===== config.mk =====
export PLATFORM = sky130hd
export DESIGN_NAME = sweep_scheduler
export DESIGN_NICKNAME = d
export VERILOG_FILES = /design/src/rtl/tracker_pkg.sv /design/src/rtl/down_counter.sv /design/src/rtl/sweep_scheduler.sv
export SDC_FILE = /design/constraint.sdc
export NUM_CORES = 1
export LEC_CHECK = 0
export CORE_ASPECT_RATIO = 0.75
export CORE_MARGIN = 2
export CORE_UTILIZATION = 25
export DETAILED_ROUTE_END_ITERATION = 7
export GPL_ROUTABILITY_DRIVEN = 0
export MAX_ROUTING_LAYER = met4
export PLACE_DENSITY = 0.41
export SETUP_SLACK_MARGIN = 0.1
export SKIP_LAST_GASP = 1
export SLEW_MARGIN = 20
export SYNTH_ARGS = -nofsm -noshare
export SYNTH_HDL_FRONTEND = slang
export SYNTH_HIERARCHICAL = 1
export SYNTH_SLANG_ARGS = --single-unit

===== constraint.sdc =====
create_clock -name clk -period 2.5 [get_ports clk]
set_clock_uncertainty 0.15 [all_clocks]
set_input_delay 0.5 -clock clk [delete_from_list [all_inputs] [get_ports clk]]
set_output_delay 0.5 -clock clk [all_outputs]
set_load 0.1 [all_outputs]

===== src/rtl/tracker_pkg.sv =====
// ============================================================================
//  Module      : tracker_pkg
//  Description : Shared types and constants for the light-tracker sweep logic.
//  Revision    : 1.0 - initial release
// ============================================================================
`default_nettype none

package tracker_pkg;

    // ADC sample width
    localparam int ADC_W = 12;

    // Default angle range and grid increment (degrees)
    localparam int DEF_ANGLE_W   = 8;
    localparam int DEF_THETA_MAX = 180;
    localparam int DEF_PHI_MAX   = 90;
    localparam int DEF_STEP      = 10;

    // Sweep sequencer states
    typedef enum logic [2:0] {
        S_IDLE   = 3'd0,
        S_MOVE   = 3'd1,
        S_SAMPLE = 3'd2,
        S_WAIT   = 3'd3,
        S_STEP   = 3'd4,
        S_PARK   = 3'd5,
        S_DONE   = 3'd6
    } state_e;

endpackage

`default_nettype wire


===== src/rtl/down_counter.sv =====
// ============================================================================
//  Module      : down_counter
//  Description : Loadable down counter that stops at zero. Used for both the
//                servo settle delay and the ADC response timeout.
//  Revision    : 1.0 - initial release
// ============================================================================
`default_nettype none

module down_counter #(
    parameter int WIDTH = 8
) (
    input  logic             clk,
    input  logic             reset,
    input  logic             load_i,
    input  logic [WIDTH-1:0] load_val_i,
    input  logic             en_i,
    output logic             zero_o
);

    logic [WIDTH-1:0] count_q;

    // Load wins over counting; the count parks at zero until reloaded
    always_ff @(posedge clk) begin
        if (reset) begin
            count_q <= '0;
        end else if (load_i) begin
            count_q <= load_val_i;
        end else if (en_i && (count_q != '0)) begin
            count_q <= count_q - WIDTH'(1);
        end
    end

    assign zero_o = (count_q == '0);

endmodule

`default_nettype wire


===== src/rtl/sweep_scheduler.sv =====
// ============================================================================
//  Module      : sweep_scheduler
//  Description : Steps the panel over a theta x phi grid, samples the ADC at
//                each point, tracks the maximum voltage and its angles, then
//                parks the panel at the best angle.
//  Revision    : 1.0 - initial release
// ============================================================================
`default_nettype none

module sweep_scheduler
    import tracker_pkg::*;
#(
    parameter int ANGLE_W       = DEF_ANGLE_W,
    parameter int THETA_MAX     = DEF_THETA_MAX,
    parameter int PHI_MAX       = DEF_PHI_MAX,
    parameter int STEP          = DEF_STEP,
    parameter int SETTLE_CYCLES = 50000,
    parameter int ADC_TIMEOUT   = 1024
) (
    input  logic               clk,
    input  logic               reset,
    input  logic               start,
    output logic               adc_req,
    input  logic               adc_valid,
    input  logic [ADC_W-1:0]   adc_data,
    output logic [ANGLE_W-1:0] theta,
    output logic [ANGLE_W-1:0] phi,
    output logic               busy,
    output logic               done,
    output logic [ADC_W-1:0]   best_v,
    output logic [ANGLE_W-1:0] best_theta,
    output logic [ANGLE_W-1:0] best_phi,
    output logic [7:0]         timeout_cnt
);

    localparam int SET_W = $clog2(SETTLE_CYCLES) + 1;
    localparam int TO_W  = $clog2(ADC_TIMEOUT) + 1;

    // Counters are loaded with N-1 so the owning state lasts exactly N cycles
    localparam logic [SET_W-1:0]  C_SETTLE_LOAD = SET_W'(SETTLE_CYCLES - 1);
    localparam logic [TO_W-1:0]   C_TO_LOAD     = TO_W'(ADC_TIMEOUT - 1);

    // Angle arithmetic is one bit wider than the outputs so the limit test never wraps
    localparam logic [ANGLE_W:0]  C_STEP      = (ANGLE_W+1)'(STEP);
    localparam logic [ANGLE_W:0]  C_THETA_MAX = (ANGLE_W+1)'(THETA_MAX);
    localparam logic [ANGLE_W:0]  C_PHI_MAX   = (ANGLE_W+1)'(PHI_MAX);

    state_e             state_q;
    logic               adc_req_q;
    logic               busy_q;
    logic               done_q;
    logic [ANGLE_W-1:0] theta_q;
    logic [ANGLE_W-1:0] phi_q;
    logic [ADC_W-1:0]   best_v_q;
    logic [ANGLE_W-1:0] best_theta_q;
    logic [ANGLE_W-1:0] best_phi_q;
    logic [7:0]         timeout_cnt_q;

    logic               w_settle_load;
    logic               w_settle_en;
    logic               w_settle_zero;
    logic               w_to_load;
    logic               w_to_en;
    logic               w_to_zero;
    logic [ANGLE_W:0]   w_theta_sum;
    logic [ANGLE_W:0]   w_phi_sum;

    // Settle delay restarts on every angle change: sweep start and every STEP exit
    assign w_settle_load = ((state_q == S_IDLE) && start) || (state_q == S_STEP);
    assign w_settle_en   = (state_q == S_MOVE) || (state_q == S_PARK);
    assign w_to_load     = (state_q == S_SAMPLE);
    assign w_to_en       = (state_q == S_WAIT);

    assign w_theta_sum = {1'b0, theta_q} + C_STEP;
    assign w_phi_sum   = {1'b0, phi_q} + C_STEP;

    down_counter #(
        .WIDTH      (SET_W)
    ) u_settle_cnt (
        .clk        (clk),
        .reset      (reset),
        .load_i     (w_settle_load),
        .load_val_i (C_SETTLE_LOAD),
        .en_i       (w_settle_en),
        .zero_o     (w_settle_zero)
    );

    down_counter #(
        .WIDTH      (TO_W)
    ) u_timeout_cnt (
        .clk        (clk),
        .reset      (reset),
        .load_i     (w_to_load),
        .load_val_i (C_TO_LOAD),
        .en_i       (w_to_en),
        .zero_o     (w_to_zero)
    );

    // Sweep sequencer with registered outputs and inline max capture
    always_ff @(posedge clk) begin
        if (reset) begin
            state_q       <= S_IDLE;
            adc_req_q     <= 1'b0;
            busy_q        <= 1'b0;
            done_q        <= 1'b0;
            theta_q       <= '0;
            phi_q         <= '0;
            best_v_q      <= '0;
            best_theta_q  <= '0;
            best_phi_q    <= '0;
            timeout_cnt_q <= '0;
        end else begin
            adc_req_q <= 1'b0;
            done_q    <= 1'b0;
            case (state_q)
                S_IDLE: begin
                    if (start) begin
                        best_v_q      <= '0;
                        best_theta_q  <= '0;
                        best_phi_q    <= '0;
                        timeout_cnt_q <= '0;
                        theta_q       <= '0;
                        phi_q         <= '0;
                        busy_q        <= 1'b1;
                        state_q       <= S_MOVE;
                    end
                end
                S_MOVE: begin
                    if (w_settle_zero) begin
                        adc_req_q <= 1'b1;
                        state_q   <= S_SAMPLE;
                    end
                end
                S_SAMPLE: begin
                    state_q <= S_WAIT;
                end
                S_WAIT: begin
                    // A sample arriving on the expiry cycle still counts
                    if (adc_valid) begin
                        if (adc_data > best_v_q) begin
                            best_v_q     <= adc_data;
                            best_theta_q <= theta_q;
                            best_phi_q   <= phi_q;
                        end
                        state_q <= S_STEP;
                    end else if (w_to_zero) begin
                        if (timeout_cnt_q != 8'hFF) begin
                            timeout_cnt_q <= timeout_cnt_q + 8'd1;
                        end
                        state_q <= S_STEP;
                    end
                end
                S_STEP: begin
                    if (w_theta_sum <= C_THETA_MAX) begin
                        theta_q <= w_theta_sum[ANGLE_W-1:0];
                        state_q <= S_MOVE;
                    end else if (w_phi_sum <= C_PHI_MAX) begin
                        theta_q <= '0;
                        phi_q   <= w_phi_sum[ANGLE_W-1:0];
                        state_q <= S_MOVE;
                    end else begin
                        theta_q <= best_theta_q;
                        phi_q   <= best_phi_q;
                        state_q <= S_PARK;
                    end
                end
                S_PARK: begin
                    if (w_settle_zero) begin
                        done_q  <= 1'b1;
                        state_q <= S_DONE;
                    end
                end
                S_DONE: begin
                    busy_q  <= 1'b0;
                    state_q <= S_IDLE;
                end
                default: begin
                    state_q <= S_IDLE;
                end
            endcase
        end
    end

    assign adc_req     = adc_req_q;
    assign busy        = busy_q;
    assign done        = done_q;
    assign theta       = theta_q;
    assign phi         = phi_q;
    assign best_v      = best_v_q;
    assign best_theta  = best_theta_q;
    assign best_phi    = best_phi_q;
    assign timeout_cnt = timeout_cnt_q;

endmodule

`default_nettype wire


==> results of run 1 <==
-- worst reg2reg max path, stage by stage, from the launching register on --
cell and delay [ns]:
dfxtp_4 0.36, inv_1 0.04, ha_2 0.30, nand4_1 0.16, buf_6 0.18, a211oi_4 0.24, o31ai_4 0.10, buf_6 0.16
clkbuf_16 0.15, or2_2 0.30, a21oi_2 0.12
-- kinds of logic (layout without fill, tap and decap cells) --
family                   after synthesis  in the layout
multiplexers                          19             19
other                                  2             28
flip-flops                            86             86
AND/OR/NAND/NOR                      242            242
XOR/XNOR                              20             20
buffers and inverters                 75            187
AO/OA/AOI/OAI                        146            146
adder cells (fa/ha/maj)               17             17
-- stage by stage --
step	total power [mW]	setup slack (ns)	std cells	hold WS, ns	setup TNS (ns)
4_1_cts	3.45	0.119	995	0.324	0
5_1_grt	3.62	0.0346	998	0.340	0
3_5_place_dp	2.02	-0.523	972	0.313	-12.83
2_1_floorplan	1.82	0.0642	633	0.330	0
3_3_place_gp	2.02	-0.497	972	0.310	-12.17
6_report	3.43	0.160	998	0.321	0
-- worst paths after layout --
| kind | end | cells past startpoint |
|---|---|---|
| max | best_v[5] | 11 |
| min | best_v[0] | 2 |
| max reg2reg | best_v[5] | 10 |
| min reg2reg | best_v[0] | 2 |
-- placed cells by master (no fill, tap or decap), types with 6 or more instances in the layout --
cell and count:
a211oi_1 6, a21o_1 8, a21oi_1 29, a21oi_2 14, a311oi_1 10, and2_1 12, buf_4 108, clkbuf_16 10
conb_1 28, dfxtp_1 60, dfxtp_2 14, dfxtp_4 12, dlygate4sd2_1 11, ha_1 7, ha_4 6, inv_1 37
mux2i_1 16, nand2_1 59, nand2b_1 7, nand3_1 16, nand4_1 10, nor2_1 53, nor3_1 12, o21ai_0 9
o31ai_1 9, o32ai_1 8, or2_2 10, xnor2_1 17
-- registers in the layout, indices dropped and copies added (netlist names) --
name                   flops
adc_req                    1
best_phi                   8
best_theta                 8
best_v                    12
busy                       1
done                       1
phi                        8
state_q                    3
theta                      8
timeout_cnt                8
u_settle_cnt/count_q      17
u_timeout_cnt/count_q     11
-- where the power goes --
group	total, mW	switching (mW)	internal, mW
Combinational	0.605	0.335	0.271
Clock	1.38	0.601	0.778
Sequential	1.44	0.0466	1.40
-- cell type report --
| type | instances | share of cell area (%) |
|---|---|---|
| multi-input combinational | 472 | 47.3 |
| sequential | 86 | 25.8 |
| timing repair buffer | 132 | 15.9 |
| tap | 253 | 4.58 |
| clock buffer | 9 | 3.26 |
| inverter | 39 | 2.12 |
| clock inverter | 7 | 1.05 |
-- what timing repair did --
action | in CTS | in global routing
hold buffers | 0 | 0
cloned | 1 | 1
setup buffers | 6 | 2
pin swaps | 15 | 15
resized for setup | 26 | 26
setup endpoints to repair | 28 | 46
-- per-layer routing --
layer	vias up	GRT usage [%]	share of wire, %
met5	-	-	0
met4	0	3.89	1.0
met3	13	3.19	3.7
met2	98	21.5	42
met1	2250	21.1	53
li1	2441	-	-
==> results_dict.tcl, run 1 <==
set metrics [dict create \
    dp_hpwl_mm 11.1 \
    io_buffers 70 \
    boundaryPins 71 \
    synth_xor_area_share_pct 3.47 \
    insertion_delay_ns 0.35 \
    synth_cell_type_count 83 \
    rows 44 \
    maxCapViolations 0 \
    ys_ff_latch 86 \
    drt_iter0_drc 284 \
    grt_pass1_vias 4610 \
    cp_top_family "buffers and inverters" \
    die_x_um 168 \
    grt_pass1_wl_mm 24.7 \
    critPathLaunch "adc_data[4]" \
    area_growth_pct 36.9 \
    synth_top_family_by_area "simple AND/OR/NAND/NOR gates" \
    start_kind "input port" \
    cts.sinks 86 \
    synth_compound_area_share_pct 22.0 \
    wirelength_mm 15.3 \
    die-area_um2 21300 \
    setup_viol 0 \
    path_class "in2reg" \
    p_leak_nw 2.67 \
    slew_viol_final 0 \
    r2r_start "best_v[8]" \
    synth-simple-area-share_pct 25.4 \
    design_area_um2 6910 \
    htreeDepth 3 \
    register_area_um2 1780 \
    syn_inst 607 \
    synth_area_leaders "dfxtp_1, nand2_1, ha_1" \
    synthAdderAreaFrac_pct 4.22 \
    initial_utilization_pct 25.8 \
    cts-root-buf "clkbuf_16" \
    antenna_found_initial 0 \
    drc 0 \
    ant_nets 0 \
    worstPathCellList "dlygate4sd2_1, ha_1, nand4_1, buf_6, o31ai_4, a21oi_2, o31ai_4, buf_6, clkbuf_16, or2_2, a21oi_2" \
    avgRoutedWirePerCell_um 15.4 \
    synthTopCellsByCount "dfxtp_1, nand2_1, nor2_1" \
    core_area_um2 19500 \
    grtUsageTotal_pct 14.9 \
    die_h_um 127 \
    slowest_delay_ns 0.31 \
    fmax_ghz 0.427 \
    routed_via_density 4.81 \
    synthesis.area_um2 5040 \
    grt_max_degree 38 \
    path_clk_slew_ns 0.06 \
    period_share_pct 93.6 \
    status "finished, final reports clean" \
    required_ns 2.63 \
    power.density_nw_per_um2 496 \
    period_needed_ns 2.34 \
    crit_slowest_cell "ha_1" \
    synth-async-reset-ratio_pct 0 \
    yosysMostFrequentCell "dfxtp_1" \
    placed_cell_area_um2 6320 \
    worstMarginPinSlew_ns 0.550 \
    crit_arrival_ns 2.47 \
    cts_tree "yes" \
    hold_viol 0 \
    utilization_pct 35.3 \
    hold_class "reg2reg" \
    cts_buffer_depth 2 \
    diodes 0 \
    maxSlewHeadroom_pct 63.3 \
    r2r_slack_ns 0.17 \
    synth_warnings 6 \
    vias 4802 \
    max-vdd-ir-drop_v 0.000238 \
    fin_nets 773 \
    multiInputGateArea_um2 3270 \
    min-delay-start "best_v[0]" \
    ys.flop_type "dfxtp_1" \
    firstDrtPassIters 5 \
    layout-drive-gt1-share_pct 30.7 \
    yosysTopAreaCell "dfxtp_1" \
    grt_overflow 0 \
    rsz0062_at_grt "yes" \
    synth_edf_count 0 \
    path_max_fanout 6 \
    muxShareOfSynthArea_pct 3.85 \
    crit_path_end_kind "flip-flop" \
    synth_top_area_share_pct 34.1 \
    synth.avg_cell_area_um2 8.31 \
    yosysSeqAreaShare_pct 34.1 \
    cp.buffers_inverters 4 \
    cts_made_buffers 9 \
    nFillCells 2013 \
]
(Power assumes the default switching activity.)
==> inputs of run 2 (changes only) <==
Settings changed: ABC_AREA from default to 0, SKIP_LAST_GASP 1 to default.
==> results of run 2 <==
No change in the layout: final DEF, timing and power equal those of run 1.
==> inputs of run 3 (changes only) <==
Settings changed: CAP_MARGIN from default to 5, CTS_CLUSTER_DIAMETER from default to 80, HOLD_SLACK_MARGIN from default to 0.02.
==> results of run 3 <==
No change in the layout: final DEF, timing and power equal those of run 1.
